<file path="src/rtl/fal6567_sram_pkg.sv">
// Shared constants and slot encoding for the FAL6567 SRAM port controller.
// No logic; types only.
// No flow control here; consumers own scheduling.
package fal6567_sram_pkg;

    localparam int AW = 19;
    localparam int DW = 8;

    typedef enum logic [1:0] {
        SLOT_RDA  = 2'd0,
        SLOT_WR   = 2'd1,
        SLOT_RDB  = 2'd2,
        SLOT_HOST = 2'd3
    } slot_e;

endpackage

</file>
<file path="src/rtl/fal6567_sram_wrbuf.sv">
// One-entry write buffer between the scan converter write strobe and the WR slot.
// Latency: captured on the strobe edge, visible to the next consuming edge.
// No backpressure: a new strobe on an unserviced entry overwrites it and sets sticky wr_ovr.
module fal6567_sram_wrbuf #(
    parameter int AW = 19,
    parameter int DW = 8
) (
    input  logic          clk33,
    input  logic          rst_n,
    input  logic          wr,
    input  logic [AW-1:0] wadr,
    input  logic [DW-1:0] wdat,
    input  logic          consume,
    output logic          pending,
    output logic [AW-1:0] buf_adr,
    output logic [DW-1:0] buf_dat,
    output logic          wr_ovr
);

    // Capture on strobe; a strobe coincident with consumption re-arms the entry.
    always_ff @(posedge clk33 or negedge rst_n) begin
        if (!rst_n) begin
            pending <= 1'b0;
            buf_adr <= '0;
            buf_dat <= '0;
            wr_ovr  <= 1'b0;
        end else if (wr) begin
            buf_adr <= wadr;
            buf_dat <= wdat;
            pending <= 1'b1;
            if (pending && !consume) begin
                wr_ovr <= 1'b1;
            end
        end else if (consume) begin
            pending <= 1'b0;
        end
    end

endmodule

</file>
<file path="src/rtl/fal6567_sram_port_ctrl.sv">
// Time-multiplexes scan-converter reads/writes (and host when FAL6567_SRAM_HOST_EN) onto one async SRAM.
// Latency: read data strobed on sc_rlatch one cycle after the read slot; writes wait at most 4 cycles.
// No backpressure: fixed 4-slot round-robin; host holds host_cyc until host_ack.
module fal6567_sram_port_ctrl
    import fal6567_sram_pkg::*;
#(
    parameter int AW = fal6567_sram_pkg::AW,
    parameter int DW = fal6567_sram_pkg::DW
) (
    input  logic          clk33,
    input  logic          rst_n,
    input  logic [AW-1:0] sc_wadr,
    input  logic [DW-1:0] sc_wdat,
    input  logic          sc_wr,
    input  logic [AW-1:0] sc_radr,
    output logic [DW-1:0] sc_rdat,
    output logic          sc_rlatch,
    output logic          wr_ovr,
    output logic [AW-1:0] sram_a,
    output logic [DW-1:0] sram_d_o,
    input  logic [DW-1:0] sram_d_i,
    output logic          sram_d_oe,
    output logic          sram_ce_n,
    output logic          sram_oe_n,
`ifdef FAL6567_SRAM_HOST_EN
    input  logic          host_cyc,
    input  logic          host_we,
    input  logic [AW-1:0] host_adr,
    input  logic [DW-1:0] host_dato,
    output logic [DW-1:0] host_dati,
    output logic          host_ack,
`endif
    output logic          sram_we_n
);

    slot_e         slot;
    slot_e         slot_nxt;
    logic          pending;
    logic          consume;
    logic [AW-1:0] buf_adr;
    logic [DW-1:0] buf_dat;
    logic          rd_act;
    logic          rd_nxt;
    logic [AW-1:0] a_nxt;
    logic [DW-1:0] d_nxt;
    logic          d_oe_nxt;
    logic          ce_n_nxt;
    logic          oe_n_nxt;
    logic          we_n_nxt;
`ifdef FAL6567_SRAM_HOST_EN
    logic          host_act;
    logic          host_rd;
    logic          host_go;
    logic          host_rd_nxt;
`endif

    fal6567_sram_wrbuf #(.AW(AW), .DW(DW)) u_wrbuf (
        .clk33   (clk33),
        .rst_n   (rst_n),
        .wr      (sc_wr),
        .wadr    (sc_wadr),
        .wdat    (sc_wdat),
        .consume (consume),
        .pending (pending),
        .buf_adr (buf_adr),
        .buf_dat (buf_dat),
        .wr_ovr  (wr_ovr)
    );

    // Free-running slot counter.
    always_ff @(posedge clk33 or negedge rst_n) begin
        if (!rst_n) begin
            slot <= SLOT_RDA;
        end else begin
            slot <= slot_nxt;
        end
    end

    // Decode the slot being entered into the next registered bus state.
    always_comb begin
        slot_nxt = slot_e'(slot + 2'd1);
        a_nxt    = sram_a;
        d_nxt    = sram_d_o;
        d_oe_nxt = 1'b0;
        ce_n_nxt = 1'b1;
        oe_n_nxt = 1'b1;
        we_n_nxt = 1'b1;
        rd_nxt   = 1'b0;
        consume  = 1'b0;
`ifdef FAL6567_SRAM_HOST_EN
        host_go     = 1'b0;
        host_rd_nxt = 1'b0;
`endif
        case (slot_nxt)
            SLOT_RDA, SLOT_RDB: begin
                a_nxt    = sc_radr;
                ce_n_nxt = 1'b0;
                oe_n_nxt = 1'b0;
                rd_nxt   = 1'b1;
            end
            SLOT_WR: begin
                if (pending) begin
                    consume  = 1'b1;
                    a_nxt    = buf_adr;
                    d_nxt    = buf_dat;
                    d_oe_nxt = 1'b1;
                    ce_n_nxt = 1'b0;
                    we_n_nxt = 1'b0;
                end
            end
            SLOT_HOST: begin
`ifdef FAL6567_SRAM_HOST_EN
                if (host_cyc) begin
                    host_go  = 1'b1;
                    a_nxt    = host_adr;
                    ce_n_nxt = 1'b0;
                    if (host_we) begin
                        d_nxt    = host_dato;
                        d_oe_nxt = 1'b1;
                        we_n_nxt = 1'b0;
                    end else begin
                        oe_n_nxt    = 1'b0;
                        host_rd_nxt = 1'b1;
                    end
                end
`endif
            end
            default: ;
        endcase
    end

    // SRAM pins and scan-converter read return, all registered.
    always_ff @(posedge clk33 or negedge rst_n) begin
        if (!rst_n) begin
            sram_a    <= '0;
            sram_d_o  <= '0;
            sram_d_oe <= 1'b0;
            sram_ce_n <= 1'b1;
            sram_oe_n <= 1'b1;
            sram_we_n <= 1'b1;
            rd_act    <= 1'b0;
            sc_rlatch <= 1'b0;
            sc_rdat   <= '0;
        end else begin
            sram_a    <= a_nxt;
            sram_d_o  <= d_nxt;
            sram_d_oe <= d_oe_nxt;
            sram_ce_n <= ce_n_nxt;
            sram_oe_n <= oe_n_nxt;
            sram_we_n <= we_n_nxt;
            rd_act    <= rd_nxt;
            sc_rlatch <= rd_act;
            if (rd_act) begin
                sc_rdat <= sram_d_i;
            end
        end
    end

`ifdef FAL6567_SRAM_HOST_EN
    // Host completion: ack one cycle after the HOST slot, read data alongside.
    always_ff @(posedge clk33 or negedge rst_n) begin
        if (!rst_n) begin
            host_act  <= 1'b0;
            host_rd   <= 1'b0;
            host_ack  <= 1'b0;
            host_dati <= '0;
        end else begin
            host_act <= host_go;
            host_rd  <= host_rd_nxt;
            host_ack <= host_act;
            if (host_act && host_rd) begin
                host_dati <= sram_d_i;
            end
        end
    end
`endif

endmodule

</file>
<file path="config.mk">
export PLATFORM = sky130hd
export DESIGN_NAME = fal6567_sram_port_ctrl
export DESIGN_NICKNAME = d
export VERILOG_FILES = /design/src/rtl/fal6567_sram_pkg.sv /design/src/rtl/fal6567_sram_wrbuf.sv /design/src/rtl/fal6567_sram_port_ctrl.sv
export SDC_FILE = /design/constraint.sdc
export NUM_CORES = 1
export LEC_CHECK = 0
export ABC_AREA = 1
export ABC_CLOCK_PERIOD_IN_PS = 3600
export CAP_MARGIN = 40
export CELL_PAD_IN_SITES_DETAIL_PLACEMENT = 0
export CELL_PAD_IN_SITES_GLOBAL_PLACEMENT = 2
export CORE_ASPECT_RATIO = 1.4
export CORE_MARGIN = 2
export CORE_UTILIZATION = 28
export CTS_CLUSTER_DIAMETER = 30
export DETAILED_ROUTE_END_ITERATION = 8
export MAX_ROUTING_LAYER = met4
export PLACE_DENSITY = 0.82
export SLEW_MARGIN = 15
export SYNTH_ARGS = -nofsm -noshare
export SYNTH_HDL_FRONTEND = slang
export SYNTH_SLANG_ARGS = --single-unit
</file>
<file path="constraint.sdc">
create_clock -name clk33 -period 3.6 [get_ports clk33]
set_input_delay 0.36 -clock clk33 [delete_from_list [all_inputs] [get_ports clk33]]
set_output_delay 0.36 -clock clk33 [all_outputs]
set_load 0.03 [all_outputs]
</file>
==> results.md <==
Run status:
- The run finished with clean final reports.

STA:
- The share of the clock period used by the worst path after layout is a little under three fifths.
- The post-layout worst setup margin is 1.617 ns.
- Summed over all failing endpoints, the final setup total negative slack is 0 ns.
- The number of hold-slack violations in the final timing report came to 0.
- The worst path needs 1.983 ns of the cycle, external delays included.
- Setup violations remaining at the end of the flow were counted as 0.
- Measured against its own limit, the worst slew margin works out to 52.17%.
- The maximum frequency from static timing analysis is 504.3 MHz.
- For the pin with the worst max-slew slack, the measured transition is approximately 0.72 ns.
- The final setup skew is 0.005514 ns.
- Setup repair after global routing left no endpoint under its margin.
- The max-slew violation total from the final report was 0.

Setup path:
- The data required time at the worst endpoint is 3.82 ns.
- The arrival time of the worst setup path is 2.20 ns.
- The slowest cell on the critical path is sky130_fd_sc_hd__ha_1.
- The dominant cell type by count on the critical path is sky130_fd_sc_hd__nand2_1.
- STA classifies the critical path startpoint as a flop.
- The largest driver fanout on the critical path is 20.
- Walking the worst path, the cells encountered are inv_1 > ha_1 > inv_1 > nand2_1 > nand2_1 > nand2_1 > nand2_1.
- On the worst path, the slowest cell contributes a delay of 0.56 ns.
- The worst setup path is of the reg2reg kind.
- The worst setup path is captured at a flop.

Hold path:
- The path class of the tightest hold or removal check is reg2reg.

GRT:
- The global-route wire length before repair is 11,740 microns.
- The via count of the first global-routing pass is 2,454.
- Entering global routing, the biggest net connects 47 pins.
- The initial antenna violation count is 0.
- For this run the aggregate overflow at the end of global routing stands at 0.
- Across every metal layer, demand over resource in global routing totals 13.42%.

Synth:
- The synthesized netlist net count is 404.
- Counting flops and latches in the post-synthesis netlist gives 72.
- Yosys mapped the design onto 14 distinct sky130hd cell types.
- Yosys printed 0 warnings.
- The number of cells produced by synthesis is ~340.
- The sequential cell area fraction in the yosys report is 61.27%.
- A synthesized cell averages around 8.6 sq um.
- The post-synth design cell area is slightly below 3000 sq um.

Final layout:
- Fill cells in the final layout number about 1,100.
- The library cells used most frequently in the layout, excluding fill and tap cells, are 196 x sky130_fd_sc_hd__nand2_1, 96 x sky130_fd_sc_hd__clkdlybuf4s50_1, 69 x sky130_fd_sc_hd__dfrtp_1.
- The number of antenna diodes in the final layout is 0.
- The net count of the finished layout is 500.
- Leaving out fill and tap cells, the most frequent cell in the layout is sky130_fd_sc_hd__nand2_1.
- In the final layout, the share of cells above drive strength 1 is 5.869%.
- The final design utilization is 41.98%.
- From synthesis to final layout, the design area changed by 46.67%.

Power and ir drop:
- The switching power share of the total is about a quarter.
- IR analysis of the VDD net gives a maximum drop of 224.6 uV.
- The power per standard cell area is about 460 nW/um^2.
- The logic gate share of total power is approximately 15%.
- Of the total power, registers draw 45.1%.
- The switching power is 0.5095 mW.
- For this design the static power due to leakage is 2.125 nW.
- The internal portion of the total power is ~1.5 mW.
- The fraction of power consumed by the clock network is around two fifths.

Floorplanning:
- The core region is just over 10,000 sq um.
- The overall die area is 11,370 sq um.
- The floorplan die height is ~130 microns.
- Once the floorplan was initialized, standard cells occupied 28.62% of the core.
- The floorplan row count is 44.
- The count of pins on the block boundary is 98.
- The width of the die is 90.70 microns.

Clock network:
- In this run the number of H-tree levels came out at 3.
- After clock tree synthesis, the clock-pin slew on the worst setup and hold paths is 0.06 ns.
- The insertion delay to the later sink of the worst-skew pair is 0.33 ns.
- The root buffer cell chosen for the clock tree is sky130_fd_sc_hd__clkbuf_16.
- The TritonCTS clock tree is built.
- The total CTS buffers is 9.
- In this run the deepest clock path goes through 2 buffers.
- The clock sink total is 72.

Routing:
- In the routed layout, each cell is associated on average with a via count of 4.064.
- After the first detailed-routing iteration, the DRC count stood at 62.
- In the final routed layout, each cell accounts on average for 11.93 microns.
- The detailed-route wire length is 6932 microns.
- In this run the remaining antenna-violating nets after routing total 0.
- The first detailed-routing pass took 4 iterations.
- After detailed routing, the number of remaining DRC violations is 0.
- The via count is about 2,400.

Place:
- The congestion estimate from routability-driven global placement came to 0.8057.
- In this run the tool buffered the top-level ports with between 90 and 100 buffer cells.
- Detailed placement ended at an HPWL of roughly 5200 microns.
- The post-place setup slack is 1.572 ns.

Job:
- Across the run, the number of max-cap violations was 0.
==> timing repair <==
item | in CTS | in global routing
resized for setup | 0 | 0
hold buffers | 1 | 0
setup endpoints to repair | 0 | 0
buffers inserted | 0 | 0
endpoints found under the hold margin | 25 | 0
==> sequential cells by signal, summed over array words and instances (netlist names), 2 cells and up <==
signal	count
u_wrbuf.buf_dat	8
sram_a	19
slot	2
sram_d_o	8
u_wrbuf.buf_adr	19
sc_rdat	8
==> worst paths after layout <==
kind	startpoint	end	slack (ns)	cells after the start
setup / recovery	slot[0]$_DFF_PN0_	sram_a[4]$_DFFE_PN0P_	1.62	7
hold / removal	u_wrbuf.buf_adr[12]$_DFFE_PN0P_	u_wrbuf.buf_adr[12]$_DFFE_PN0P_	0.47	2
setup reg to reg	slot[0]$_DFF_PN0_	sram_a[4]$_DFFE_PN0P_	1.62	7
hold reg to reg	u_wrbuf.buf_adr[12]$_DFFE_PN0P_	u_wrbuf.buf_adr[12]$_DFFE_PN0P_	0.47	2
max in group asynchronous	rst_n	sram_we_n$_DFF_PN1_	2.50	3
min in group asynchronous	rst_n	sc_rdat[3]$_DFFE_PN0P_	0.49	2
==> power groups by stage <==
stage | clock, mW | sequential, mW | combinational [mW]
6_report | 0.804 | 0.906 | 0.298
5_1_grt | 0.865 | 0.915 | 0.326
4_1_cts | 0.834 | 0.907 | 0.304
3_5_place_dp | 0 | 0.920 | 0.303
3_3_place_gp | 0 | 0.919 | 0.296
2_1_floorplan | 0 | 0.987 | 0.0594
==> critical path, delay by kind of cell (launching register included) <==
kind / cells / cell delay, ns
adders and majority gates: 1 / 0.56
buffers and inverters: 2 / 0.57
DFF: 1 / 0.40
and+or+nand+nor: 4 / 0.34
==> synthesized netlist by cell type (all sizes together) <==
master | count | area (sq um)
dfrtp | 69 | 1727
nor2 | 1 | 3.750
a21oi | 1 | 16.27
inv | 24 | 90.08
o21ai | 25 | 125.1
ha | 5 | 62.56
buf | 15 | 86.33
a31o | 1 | 8.760
nand2 | 198 | 748.2
dfstp | 3 | 78.83
==> per-layer routing <==
metal	global-route usage, %	vias to the layer above	part of all wire (%)	wire, microns
met1	15.12	1065	44	3059
li1	-	1222	-	-
met4	5.430	0	0.74	51
met5	-	-	0	0
met3	3.313	4	4.8	332
met2	22.74	70	50	3488
==> metrics by stage <==
stage          hold slack (ns)  total power, mW  cell area, sq um  std cells
4_1_cts                 0.4781            2.045              4322        581
5_1_grt                 0.4974            2.105              4322        581
3_5_place_dp            0.3098            1.223              4036        564
2_1_floorplan          0.06441            1.047              2947        342
6_report                0.4697            2.007              4322        581
3_3_place_gp            0.4556            1.214              4009        563
==> kinds of logic after synthesis <==
family | after synthesis | synth area share (%)
and+or+nand+nor | 199 | 25.52
DFF | 72 | 61.27
buffers and inverters | 39 | 5.987
AOI/OAI and AO/OA | 27 | 5.096
adders and majority gates | 5 | 2.123
==> cell type report <==
class / instances / area [sq um] / area share [%]
inverter: 24 / 90.09 / 2.085
sequential: 72 / 1805 / 41.78
tap: 138 / 172.7 / 3.995
multi-input combinational: 231 / 964.7 / 22.32
timing repair buffer: 100 / 1013 / 23.45
clock inverter: 5 / 32.53 / 0.7528
clock buffer: 11 / 242.7 / 5.617
(Power assumes the default switching activity.)
